===== config.mk =====
export PLATFORM = sky130hd
export DESIGN_NAME = ofm_requant_collector_flat
export DESIGN_NICKNAME = d
export VERILOG_FILES = /design/src/rtl/conv_pkg.sv /design/src/rtl/ofm_requant_collector_if.sv /design/src/rtl/ofm_requant_collector_sum_fifo.sv /design/src/rtl/ofm_requant_collector.sv /design/src/flat_wrapper.sv
export SDC_FILE = /design/constraint.sdc
export NUM_CORES = 2
export LEC_CHECK = 0
export BUFFER_PORTS_ARGS = -buffer_cell sky130_fd_sc_hd__buf_4
export CAP_MARGIN = 30
export CORE_AREA = 2 2 557 559
export CTS_BUF_LIST = sky130_fd_sc_hd__clkbuf_2 sky130_fd_sc_hd__clkbuf_4 sky130_fd_sc_hd__clkbuf_8
export DETAILED_ROUTE_END_ITERATION = 8
export DIE_AREA = 0 0 559 561
export HOLD_SLACK_MARGIN = 0.08
export PLACE_DENSITY = 0.66
export REMOVE_ABC_BUFFERS = 1
export SLEW_MARGIN = 20
export SYNTH_ARGS = -nofsm -noshare
export SYNTH_HDL_FRONTEND = slang
export SYNTH_SLANG_ARGS = --single-unit

===== constraint.sdc =====
create_clock -name clk -period 8.6 [get_ports clk]
set_clock_uncertainty 0.05 [all_clocks]
set_input_delay 0.86 -clock clk [delete_from_list [all_inputs] [get_ports clk]]
set_output_delay 0.86 -clock clk [all_outputs]
set_load 0.005 [all_outputs]

===== src/rtl/conv_pkg.sv =====
// ---------------------------------------------------------------------------
// conv_pkg
// Types and constants shared along the convolution datapath, together with
// the int8 requantization helper used by the OFM collector.
//   sum_t   : signed PE-array column partial sum
//   ofm_t   : signed int8 output feature-map element
//   acc_t   : sum + bias, wide enough to never overflow
//   requant : rounded arithmetic shift, optional ReLU, saturation to int8
// ---------------------------------------------------------------------------
package conv_pkg;

   localparam int OFM_W = 24;

   typedef logic signed [OFM_W-1:0] sum_t;
   typedef logic signed [7:0]       ofm_t;
   typedef logic signed [32:0]      acc_t;

   localparam ofm_t INT8_MAX = 8'sd127;
   localparam ofm_t INT8_MIN = -8'sd128;

   // One extra bit over acc_t so that adding the rounding constant to the
   // largest possible acc cannot wrap.
   function automatic ofm_t requant(acc_t acc, logic [4:0] shift, logic relu);
      logic signed [33:0] r;
      r = 34'(acc);
      if (shift != 5'd0) begin
         r = (r + (34'sd1 <<< (shift - 5'd1))) >>> shift;
      end
      if (relu && (r < 34'sd0)) begin
         r = '0;
      end
      if (r > 34'(INT8_MAX)) begin
         return INT8_MAX;
      end else if (r < 34'(INT8_MIN)) begin
         return INT8_MIN;
      end
      return ofm_t'(r[7:0]);
   endfunction

endpackage


===== src/rtl/ofm_requant_collector_if.sv =====
// ---------------------------------------------------------------------------
// ofm_requant_collector_if
// Bundles the per-column sum strobes coming from the PE array and the
// requantized int8 output stream.
//   sum_valid/sum : COL non-back-pressurable partial-sum streams
//   out_valid/out_ready/out_data/out_col : valid/ready byte stream with tag
// Modports: master = collector side, slave = PE array / write-back side.
// ---------------------------------------------------------------------------
interface ofm_requant_collector_if #(
   parameter int COL       = 8,
   parameter int OFM_WIDTH = 24
);
   localparam int COL_W = (COL > 1) ? $clog2(COL) : 1;

   logic [COL-1:0]              sum_valid;
   logic signed [OFM_WIDTH-1:0] sum [COL];
   logic                        out_valid;
   logic                        out_ready;
   logic signed [7:0]           out_data;
   logic [COL_W-1:0]            out_col;

   modport master (
      input  sum_valid, sum, out_ready,
      output out_valid, out_data, out_col
   );

   modport slave (
      output sum_valid, sum, out_ready,
      input  out_valid, out_data, out_col
   );
endinterface


===== src/rtl/ofm_requant_collector_sum_fifo.sv =====
// ---------------------------------------------------------------------------
// sum_fifo
// Single-clock synchronous FIFO for one column of partial sums. Full/empty
// are decoded from a registered occupancy count, so a push into an empty
// FIFO becomes poppable the following cycle (no bypass).
//   clk, rst  : clock, synchronous active-high reset
//   clr       : synchronous flush
//   push, din : write request / data (accepted when not full or popping)
//   pop, dout : read request / head-of-queue data
//   full, empty
// ---------------------------------------------------------------------------
module sum_fifo #(
   parameter int WIDTH = 24,
   parameter int DEPTH = 16
) (
   input  logic                    clk,
   input  logic                    rst,
   input  logic                    clr,
   input  logic                    push,
   input  logic signed [WIDTH-1:0] din,
   input  logic                    pop,
   output logic signed [WIDTH-1:0] dout,
   output logic                    full,
   output logic                    empty
);
   localparam int AW = $clog2(DEPTH);

   logic signed [WIDTH-1:0] mem [DEPTH];
   logic [AW-1:0]           wr_ptr;
   logic [AW-1:0]           rd_ptr;
   logic [AW:0]             count;
   logic                    wr_en;
   logic                    rd_en;

   assign full  = (count == (AW+1)'(DEPTH));
   assign empty = (count == '0);
   assign rd_en = pop && !empty;
   assign wr_en = push && (!full || rd_en);
   assign dout  = mem[rd_ptr];

   // NOTE: sequential state uses non-blocking assignments so every register
   // samples pre-edge values regardless of statement order.
   always_ff @(posedge clk) begin
      if (rst || clr) begin
         wr_ptr <= '0;
         rd_ptr <= '0;
         count  <= '0;
      end else begin
         if (wr_en) wr_ptr <= wr_ptr + 1'b1;
         if (rd_en) rd_ptr <= rd_ptr + 1'b1;
         case ({wr_en, rd_en})
            2'b10:   count <= count + 1'b1;
            2'b01:   count <= count - 1'b1;
            default: count <= count;
         endcase
      end
   end

   // NOTE: storage is deliberately not reset; occupancy alone decides which
   // entries are meaningful, and a resettable array would not map to RAM.
   always_ff @(posedge clk) begin
      if (wr_en) mem[wr_ptr] <= din;
   end
endmodule


===== src/rtl/ofm_requant_collector.sv =====
// ---------------------------------------------------------------------------
// ofm_requant_collector
// Buffers COL partial-sum streams in per-column FIFOs, arbitrates them
// round-robin, requantizes each sum to int8 and emits one tagged byte stream.
//   clk, rst            : clock, synchronous active-high reset
//   start               : latch cfg, flush FIFOs/pipeline, clear counter/ovf
//   cfg_bias/shift/relu : requantization parameters
//   cfg_total           : handshakes per done pulse (0 = never)
//   ofm                 : sum inputs and output byte stream (master modport)
//   done                : one-cycle pulse after the cfg_total-th handshake
//   ovf                 : sticky, a sum arrived at a full FIFO and was lost
// Pipeline: FIFO -> S1 (bias add) -> output register (requant).
// ---------------------------------------------------------------------------
module ofm_requant_collector
   import conv_pkg::*;
#(
   parameter int COL        = 8,
   parameter int OFM_WIDTH  = OFM_W,
   parameter int FIFO_DEPTH = 16,
   parameter int CNT_WIDTH  = 20
) (
   input  logic                 clk,
   input  logic                 rst,
   input  logic                 start,
   input  logic signed [31:0]   cfg_bias,
   input  logic [4:0]           cfg_shift,
   input  logic                 cfg_relu,
   input  logic [CNT_WIDTH-1:0] cfg_total,
   ofm_requant_collector_if.master ofm,
   output logic                 done,
   output logic                 ovf
);
   localparam int COL_W = (COL > 1) ? $clog2(COL) : 1;

   logic signed [31:0]          cfg_bias_q;
   logic [4:0]                  cfg_shift_q;
   logic                        cfg_relu_q;
   logic [CNT_WIDTH-1:0]        cfg_total_q;

   logic [COL-1:0]              f_push, f_pop, f_full, f_empty, f_drop;
   logic signed [OFM_WIDTH-1:0] f_dout [COL];

   logic [COL_W-1:0]            rr_ptr;
   logic                        gnt_valid;
   logic [COL_W-1:0]            gnt_col;

   logic                        s1_valid;
   acc_t                        s1_acc;
   logic [COL_W-1:0]            s1_col;

   logic                        out_valid_q;
   ofm_t                        out_data_q;
   logic [COL_W-1:0]            out_col_q;
   logic [CNT_WIDTH-1:0]        cnt_q;

   logic                        out_load, s1_adv, pop_any, hs;

   assign out_load = !out_valid_q || ofm.out_ready;
   assign s1_adv   = !s1_valid || out_load;
   assign pop_any  = gnt_valid && s1_adv;
   assign hs       = out_valid_q && ofm.out_ready;

   assign ofm.out_valid = out_valid_q;
   assign ofm.out_data  = out_data_q;
   assign ofm.out_col   = out_col_q;

   for (genvar c = 0; c < COL; c++) begin : g_col
      // Pushes in the start cycle are discarded; the FIFO is being flushed.
      assign f_push[c] = ofm.sum_valid[c] && !start;
      assign f_pop[c]  = pop_any && (gnt_col == COL_W'(c));
      assign f_drop[c] = f_push[c] && f_full[c] && !f_pop[c];

      sum_fifo #(.WIDTH(OFM_WIDTH), .DEPTH(FIFO_DEPTH)) u_fifo (
         .clk   (clk),
         .rst   (rst),
         .clr   (start),
         .push  (f_push[c]),
         .din   (ofm.sum[c]),
         .pop   (f_pop[c]),
         .dout  (f_dout[c]),
         .full  (f_full[c]),
         .empty (f_empty[c])
      );
   end

   // First non-empty column at or after rr_ptr, wrapping around.
   // NOTE: every output gets a default before the loop so no path leaves it
   // unassigned, which would otherwise infer a latch.
   always_comb begin
      gnt_valid = 1'b0;
      gnt_col   = '0;
      for (int i = 0; i < COL; i++) begin
         if (!gnt_valid && !f_empty[COL_W'((int'(rr_ptr) + i) % COL)]) begin
            gnt_valid = 1'b1;
            gnt_col   = COL_W'((int'(rr_ptr) + i) % COL);
         end
      end
   end

   always_ff @(posedge clk) begin
      if (rst) begin
         cfg_bias_q  <= '0;
         cfg_shift_q <= '0;
         cfg_relu_q  <= 1'b0;
         cfg_total_q <= '0;
         rr_ptr      <= '0;
         s1_valid    <= 1'b0;
         s1_acc      <= '0;
         s1_col      <= '0;
         out_valid_q <= 1'b0;
         out_data_q  <= '0;
         out_col_q   <= '0;
         cnt_q       <= '0;
         done        <= 1'b0;
         ovf         <= 1'b0;
      end else if (start) begin
         cfg_bias_q  <= cfg_bias;
         cfg_shift_q <= cfg_shift;
         cfg_relu_q  <= cfg_relu;
         cfg_total_q <= cfg_total;
         rr_ptr      <= '0;
         s1_valid    <= 1'b0;
         out_valid_q <= 1'b0;
         cnt_q       <= '0;
         done        <= 1'b0;
         ovf         <= 1'b0;
      end else begin
         if (|f_drop) ovf <= 1'b1;

         if (pop_any) begin
            rr_ptr <= (gnt_col == COL_W'(COL - 1)) ? '0 : gnt_col + 1'b1;
         end

         if (s1_adv) begin
            s1_valid <= pop_any;
            if (pop_any) begin
               s1_acc <= acc_t'(f_dout[gnt_col]) + acc_t'(cfg_bias_q);
               s1_col <= gnt_col;
            end
         end

         // Data/tag only change on a load, so they stay stable during a stall.
         if (out_load) begin
            out_valid_q <= s1_valid;
            if (s1_valid) begin
               out_data_q <= requant(s1_acc, cfg_shift_q, cfg_relu_q);
               out_col_q  <= s1_col;
            end
         end

         done <= 1'b0;
         if (hs) begin
            if ((cfg_total_q != '0) && (cnt_q + 1'b1 == cfg_total_q)) begin
               cnt_q <= '0;
               done  <= 1'b1;
            end else begin
               cnt_q <= cnt_q + 1'b1;
            end
         end
      end
   end
endmodule


===== src/flat_wrapper.sv =====
// flat-port wrapper written by rule: the top's interface ports become plain ports
module ofm_requant_collector_flat import conv_pkg::*;
#(
   parameter int COL        = 8,
   parameter int OFM_WIDTH  = OFM_W,
   parameter int FIFO_DEPTH = 16,
   parameter int CNT_WIDTH  = 20
)
  (clk, rst, start, cfg_bias, cfg_shift, cfg_relu, cfg_total, done, ovf, ofm_sum_valid, ofm_sum, ofm_out_ready, ofm_out_valid, ofm_out_data, ofm_out_col);
  ofm_requant_collector_if #(.COL(COL), .OFM_WIDTH(OFM_WIDTH)) ofm_i ();
  input  logic clk;
  input  logic rst;
  input  logic start;
  input  logic signed [31:0] cfg_bias;
  input  logic [4:0] cfg_shift;
  input  logic cfg_relu;
  input  logic [CNT_WIDTH-1:0] cfg_total;
  output logic done;
  output logic ovf;
  input wire logic [$bits(ofm_i.sum_valid)-1:0] ofm_sum_valid;
  input wire logic [$bits(ofm_i.sum)-1:0] ofm_sum;
  input wire logic [$bits(ofm_i.out_ready)-1:0] ofm_out_ready;
  output wire logic [$bits(ofm_i.out_valid)-1:0] ofm_out_valid;
  output wire logic [$bits(ofm_i.out_data)-1:0] ofm_out_data;
  output wire logic [$bits(ofm_i.out_col)-1:0] ofm_out_col;
  assign ofm_i.sum_valid = ofm_sum_valid;
  assign ofm_i.sum = {>>{ofm_sum}};
  assign ofm_i.out_ready = ofm_out_ready;
  assign ofm_out_valid = ofm_i.out_valid;
  assign ofm_out_data = ofm_i.out_data;
  assign ofm_out_col = ofm_i.out_col;
  ofm_requant_collector #(.COL(COL), .OFM_WIDTH(OFM_WIDTH), .FIFO_DEPTH(FIFO_DEPTH), .CNT_WIDTH(CNT_WIDTH)) u_core (.clk(clk), .rst(rst), .start(start), .cfg_bias(cfg_bias), .cfg_shift(cfg_shift), .cfg_relu(cfg_relu), .cfg_total(cfg_total), .ofm(ofm_i), .done(done), .ovf(ovf));
endmodule

* After elaboration in Yosys (flattened, before gate mapping) *
Memories as Yosys holds them, arrays and structs flattened. A register that Yosys moved wholly into a read port is not among the register bits.
Cells that the tools add are included.
Widths: inputs -> output; s select.

storage, ports and cells
  memories = 8
  bits of input ports = 262
  flip-flop bits (word level) = 236
  bits in writable memories = 3072
  output and inout port bits = 14

memories
  name                        depth  bits a word  rd ports  clocked after memory_dff  write ports  line                                  text
  u_core.g_col[0].u_fifo.mem  16     24           1         1                         1            ofm_requant_collector_sum_fifo.sv:28  logic signed [WIDTH-1:0] mem [DEPTH];
  u_core.g_col[1].u_fifo.mem  16     24           1         1                         1            ofm_requant_collector_sum_fifo.sv:28
  u_core.g_col[2].u_fifo.mem  16     24           1         1                         1            ofm_requant_collector_sum_fifo.sv:28
  u_core.g_col[3].u_fifo.mem  16     24           1         1                         1            ofm_requant_collector_sum_fifo.sv:28
  u_core.g_col[4].u_fifo.mem  16     24           1         1                         1            ofm_requant_collector_sum_fifo.sv:28
  u_core.g_col[5].u_fifo.mem  16     24           1         1                         1            ofm_requant_collector_sum_fifo.sv:28
  +2 memories                 -      -            -         -                         -            -

operators by class
  $lt $le $gt $ge = 12
  shift-type cells = 2
  $add $sub $neg = 44
  muxes and demuxes = 105
  bitwise gates (word level) = 3
  equality and inequality tests = 32
  reductions and logical operators = 134

operator list
  kind                   count
  $mux 34                10
  $pmux 5 s2             8
  $bmux 24 s3            1
  $add 4x1->4 const B    16
  $mux 4                 16
  $logic_and 1x1->1      59
  $mux 24                2
  $mux 1                 47
  $sub 5x1->5 const B    9
  $add 5x1->5 const B    8
  $eq 5x5->1 const B     8
  $logic_not 1->1        40
  $logic_not 5->1        8
  $lt 3x5->1 const B     8
  $add 33x34->34         1
  $gt 34x8->1 const B    1
  $lt 34x1->1 const B    1
  $lt 34x8->1 const B    1
  $sshl 2x5->34 const A  1
  $sshr 34x5->34         1
  $add 24x32->33         1
  $mux 3                 9
  $bmux 1 s3             8
  $mux 8                 3
  other kinds (23)       65

* Longest topological paths before layout *
  depth in word-level cells = 32
  gate-level depth with buffers = 35
  gate-level depth less buffers = 30

* Modules after synthesis *
A second synthesis with hierarchy kept.

second synthesis, totals
  cells, all modules = 7770
  area total of the unflattened synthesis = 137973.6 um2

by module, submodules not included
  module                                  instances  cells each  area an instance (um2)
  sum_fifo at u_core.g_col[0].u_fifo ...  4          723         15413.5
  sum_fifo at u_core.g_col[4].u_fifo ...  3          725         15448.6
  sum_fifo at u_core.g_col[7].u_fifo      1          714         15364.7
  ofm_requant_collector                   1          1989        14609.0

* Worst setup path after synthesis *
No wires, ideal clock.

  path type = reg-to-reg
  start point = register u_core.rr_ptr[1]
  end point = register u_core.s1_acc[31]
  arrival = 7.217 ns
  data required time = 8.430 ns
  cell stages (with the launch flop) = 34
  path slack = 1.213 ns
  cell sequence = dfxtp_1 -> clkbuf_1 -> inv_1 -> clkbuf_1 -> ha_1 -> clkbuf_1 -> inv_1 -> mux4_2 -> mux2_2 -> o22ai_1 -> a31oi_1 -> a21oi_1 -> o211ai_2 -> a22oi_4 -> buf_2 -> buf_2 -> mux2_2 -> o211ai_1 -> o21ai_0 -> ha_1 -> a211oi_1 -> o21bai_1 -> o311a_1 -> o211ai_1 -> a31o_2 -> o211ai_1 -> a31oi_1 -> a21oi_1 -> and4_1 -> a2111oi_0 -> o21bai_1 -> a21oi_1 -> or4_1 -> nand3_1

on the way
  longest elaborated chain between the ends = 30
  elaborated cells on any way between the ends = 74

RTL lines
  element                                      line                                                      text
  start: declaration                           ofm_requant_collector.sv:43                               logic [COL_W-1:0] rr_ptr;
  start signal: assignment                     ofm_requant_collector.sv:131                              rr_ptr <= (gnt_col == COL_W'(COL - 1)) ? '0 : gnt_col + 1'b1;
  $add 3x1->3                                  ofm_requant_collector.sv:93, ofm_requant_collector.sv:95
  $bmux 1 s3                                   ofm_requant_collector.sv:93                               if (!gnt_valid && !f_empty[COL_W'((int'(rr_ptr) + i) % COL)]) begin
  $mux 1 (implied by the code) (2 in series)   ofm_requant_collector.sv:93
  $logic_not 1->1                              ofm_requant_collector.sv:93
  $logic_and 1x1->1                            ofm_requant_collector.sv:93
  $mux 1                                       ofm_requant_collector.sv:93
  $logic_not 1->1                              ofm_requant_collector.sv:93
  $logic_and 1x1->1                            ofm_requant_collector.sv:93
  [12 not listed]                              -
  $mux 1                                       ofm_requant_collector.sv:93
  $logic_not 1->1                              ofm_requant_collector.sv:93
  $logic_and 1x1->1                            ofm_requant_collector.sv:93
  $mux 3                                       ofm_requant_collector.sv:93
  $not 3->4 (implied by the code)              ofm_requant_collector.sv:137                              s1_acc <= acc_t'(f_dout[gnt_col]) + acc_t'(cfg_bias_q);
  $bmux 24 s3                                  ofm_requant_collector.sv:137
  $mux 24 (implied by the code) (2 in series)  ofm_requant_collector.sv:137
  $add 24x32->33                               ofm_requant_collector.sv:137
  end signal: assignment                       ofm_requant_collector.sv:137
  end: declaration                             ofm_requant_collector.sv:48                               acc_t s1_acc;

Several ways; a longest one is shown, not always the timed one. The select of a mux whose other input is x is not followed.
A chain may end at the register's enable or synchronous reset.

* Worst setup path after layout *
  start point = register u_core.rr_ptr[1]
  end point = register u_core.s1_acc[30]

Same word-level chain as after synthesis.

==> summary.txt <==
Timing
  – RSZ-0062 raised after global routing: false
  – Minimum clock period: 8010 ps
  – Slew @ Worst Pin: 1030 ps
  – Final cycle utilization of the critical path: 0.931
  – Slew margin rel.: 0.309
  – Endpoints failing hold: 0
  – TNS Setup: 0 ps
  – Final setup violation count: 0
  – F_max: 125 MHz
  – Max-slew violation count: 0

Final layout
  – Commonest non-fill, non-tap cell in the layout: edfxtp_1
  – NumNets Final: 8626
  – Commonest non-fill, non-tap cells in the layout: edfxtp_1 (3072), mux4_2 (973), clkbuf_8 (554), buf_4 (474), nor2_1 (384)
  – Layout cells sized above 1: 0.310
  – Synth-to-layout area growth: 16.6%
  – Core Util, Final: 0.523
  – Layout filler cell count: 24.1k

Critical path
  – Slowest stage delay, CP: 580 ps
  – CP Capture Type: flip-flop
  – Crit path DAT: 9010 ps
  – WP data required: 9600 ps
  – Kind of critical path: flip-flop to flip-flop
  – Most frequent CP cell: a21oi_1
  – Slowest-stage cell, CP: mux4_2
  – Worst-path maximum fanout: 40
  – Worst setup SP type: flip-flop

Clock network
  – H-tree lvl count: 6
  – Clk_lat worst skew: 1160 ps
  – CTS tree: yes
  – Clk slew on worst S/H paths: 70 ps
  – Root buffer cell: clkbuf_8
  – Max clock buf depth: 4
  – Clock sink total: 3340
  – Postcts setup bufs: 0
  – Cts bufs inserted: 545

Drt
  – Routed len/inst: 29.3 um
  – Final wirelength: 375000 um
  – DRT Pass-1 Iters: 7
  – Number of nets with antenna violations after routing: 0
  – Via-to-Cell Ratio: 5.87
  – DRC: 0
  – Via count: 75.1k
  – First DRT Iteration DRCs: 8058

Floorplanning
  – Die area: 0.314 sq mm
  – Die X: 559 um
  – Die Height: 561 um
  – Core outline area: 0.308 sq mm
  – # rows: 204
  – Boundary pin count: 276
  – Starting Density: 0.448

Yosys
  – Sequential area share after synthesis: 0.708
  – Async S/R FF share, synth: 0
  – Main combinational cell family by area after synthesis: multiplexers
  – Seq cells post-synth: 3340
  – Synth Area per Inst: 18.9 sq um
  – Post-Synth Adder-Cell Area: 0.0139
  – Post-synth EDFFs: 3072
  – Xor/xnor share of the synthesized area: 0.00966
  – Post-synthesis mux area share: 0.176
  – Largest area contributor in the netlist: edfxtp_1
  – Leading post-synthesis cells by cell area: edfxtp_1 (67%), mux4_2 (16%), dfxtp_1 (3.9%), nor2_1 (1.3%), ha_1 (1.2%)
  – Top cell type's share of synthesized area: 0.669
  – Mapped cell area: 0.138 sq mm
  – Syn Inst Count: 7275
  – Synth Area in Simple Gates: 0.0419
  – Yosys warning count: 0
  – Netlist cell types: 117
  – Main flop type after synthesis: edfxtp_1
  – Compound-gate portion of the synthesized area: 0.0364

Power
  – Reg power frac: 0.460
  – Int Power: 28.1 mW
  – Clock share of power: 0.346
  – Max VDD drop: 0.284 mV
  – Net Sw Power: 11.4 mW
  – Sw Ratio: 0.288
  – Pleak: 51.3 nW
  – Gate power share: 0.194
  – Power, Total: 39.5 mW
  – P per Cell Area: 246 mW/mm^2

Global route
  – Vias in the first global route: 76.2k
  – GRT Overall Usage: 0.236
  – Met1 Use GR: 0.316
  – Met3 usage: 0.0459
  – First-pass GRT wire length: 539000 um
  – Antenna violations before repair: 83
  – Met2 track utilization from global routing: 0.383
  – Pin count of the biggest net entering global routing: 90
  – Grt ovf: 0
  – Grt peak-use layer: met2

Place
  – Final Wtd Congestion: 0.935
  – I/O Buffers: 275
  – Hpwl dp: 241000 um

Worst hold path
  – Min-delay worst type: input pin to flip-flop

Job
  – Max_cap viols: 0

Status
  – Status: completed
==> repair_timing <==
item | CTS | global route
hold buffers | 263 | 0
endpoints found under the hold margin | 3133 | 0
endpoints found under the setup margin | 0 | 6
gates resized for setup | 0 | 5
==> per-stage QoR <==
stage | instance area, sq um | std cells | hold slack, ps | setup WS (ps)
finish | 161000 | 12800 | 225 | 593
global placement | 146000 | 11500 | 415 | 241
floorplan | 136000 | 6867 | 380 | -1200
CTS | 160000 | 12800 | 92.7 | 128
global route | 161000 | 12800 | 216 | 9.82
detailed placement | 147000 | 11500 | 420 | 203
==> power by group through the flow <==
stage / Sequential [mW] / Clock (mW) / Combinational [mW]
after floorplan: 18.4 / 0 / 5.53
after global placement: 18.5 / 0 / 7.33
after detailed placement: 18.5 / 0 / 7.43
after CTS: 18.2 / 14.0 / 7.59
after global routing: 18.2 / 14.7 / 8.34
final: 18.2 / 13.7 / 7.68
==> path summary, 6_finish.rpt <==
kind	start	slack [ps]	to	depth (start not counted)
worst min register to register	u_core.s1_col[2]	430	u_core.s1_col[2]	2
worst max-delay path	u_core.rr_ptr[1]	590	u_core.s1_acc[30]	31
worst max register to register	u_core.rr_ptr[1]	590	u_core.s1_acc[30]	31
worst min-delay path	ofm_out_ready	220	u_core.done	4
==> state kept, by name, indices dropped and copies added, names as in the netlist, 5 cells and up, named ones only <==
register,cells
u_core.g_col.u_fifo.mem,3072
u_core.g_col.u_fifo.count,40
u_core.s1_acc,33
u_core.cfg_bias_q,32
u_core.g_col.u_fifo.rd_ptr,32
u_core.g_col.u_fifo.wr_ptr,32
u_core.cfg_total_q,20
u_core.cnt_q,20
u_core.ofm.out_data,8
u_core.cfg_shift_q,5
==> worst max-delay path, delay by kind of cell (launching register included) <==
family / cells / cell delay, ps
AOI/OAI and AO/OA: 19 / 4050
muxes: 3 / 1240
adders and majority gates: 3 / 1170
buffers and inverters: 3 / 610
DFF: 1 / 440
and+or+nand+nor: 2 / 160
xor gates and xnor gates: 1 / 160
==> synthesized netlist by cell type, drive strengths merged (12+ instances only) <==
library cell,number
o211ai,64
nor2,470
a21oi,189
a21o,43
mux2,57
mux4,973
clkbuf,302
xor2,62
ha,137
a211oi,41
nor3,91
o2111ai,14
and3,37
dfxtp,268
or3,21
o31ai,23
buf,106
nand2b,42
xnor2,90
o32ai,16
inv,90
or2,15
nand3,70
nand2,287
o21ai,141
or4,15
o21a,16
nor4,32
edfxtp,3072
nand4,51
a31oi,33
nor2b,18
a211o,12
and2,27
mux2i,164
nand3b,20
==> area by class of cell <==
type,count,area [sq um],share of cell area
clock inverters,194,1490,0.00929
multi-input cells,3436,38900,0.242
flip-flops and latches,3340,97700,0.608
repair buffers,803,7760,0.0483
diodes,37,92.6,0.000576
clock buffers,775,9280,0.0578
inverters,91,342,0.00213
well taps,4120,5150,0.0321
==> layer usage <==
layer  wire length (um)  up-vias
met3              28000      740
met2             182000     2963
met4              15300       56
met1             150000    39500
met5                379        -
li1                   -    31800
==> cell families (layout without fill, tap and decap cells) <==
group | count (synthesis) | after routing
compound gates | 721 | 721
xor+xnor | 152 | 152
fa+ha+maj | 147 | 147
buf+inv | 499 | 1863
flops | 3340 | 3340
mux | 1194 | 1194
other cells | 0 | 37
simple gates | 1222 | 1222
Note: power is estimated with default switching activity, not from simulation.
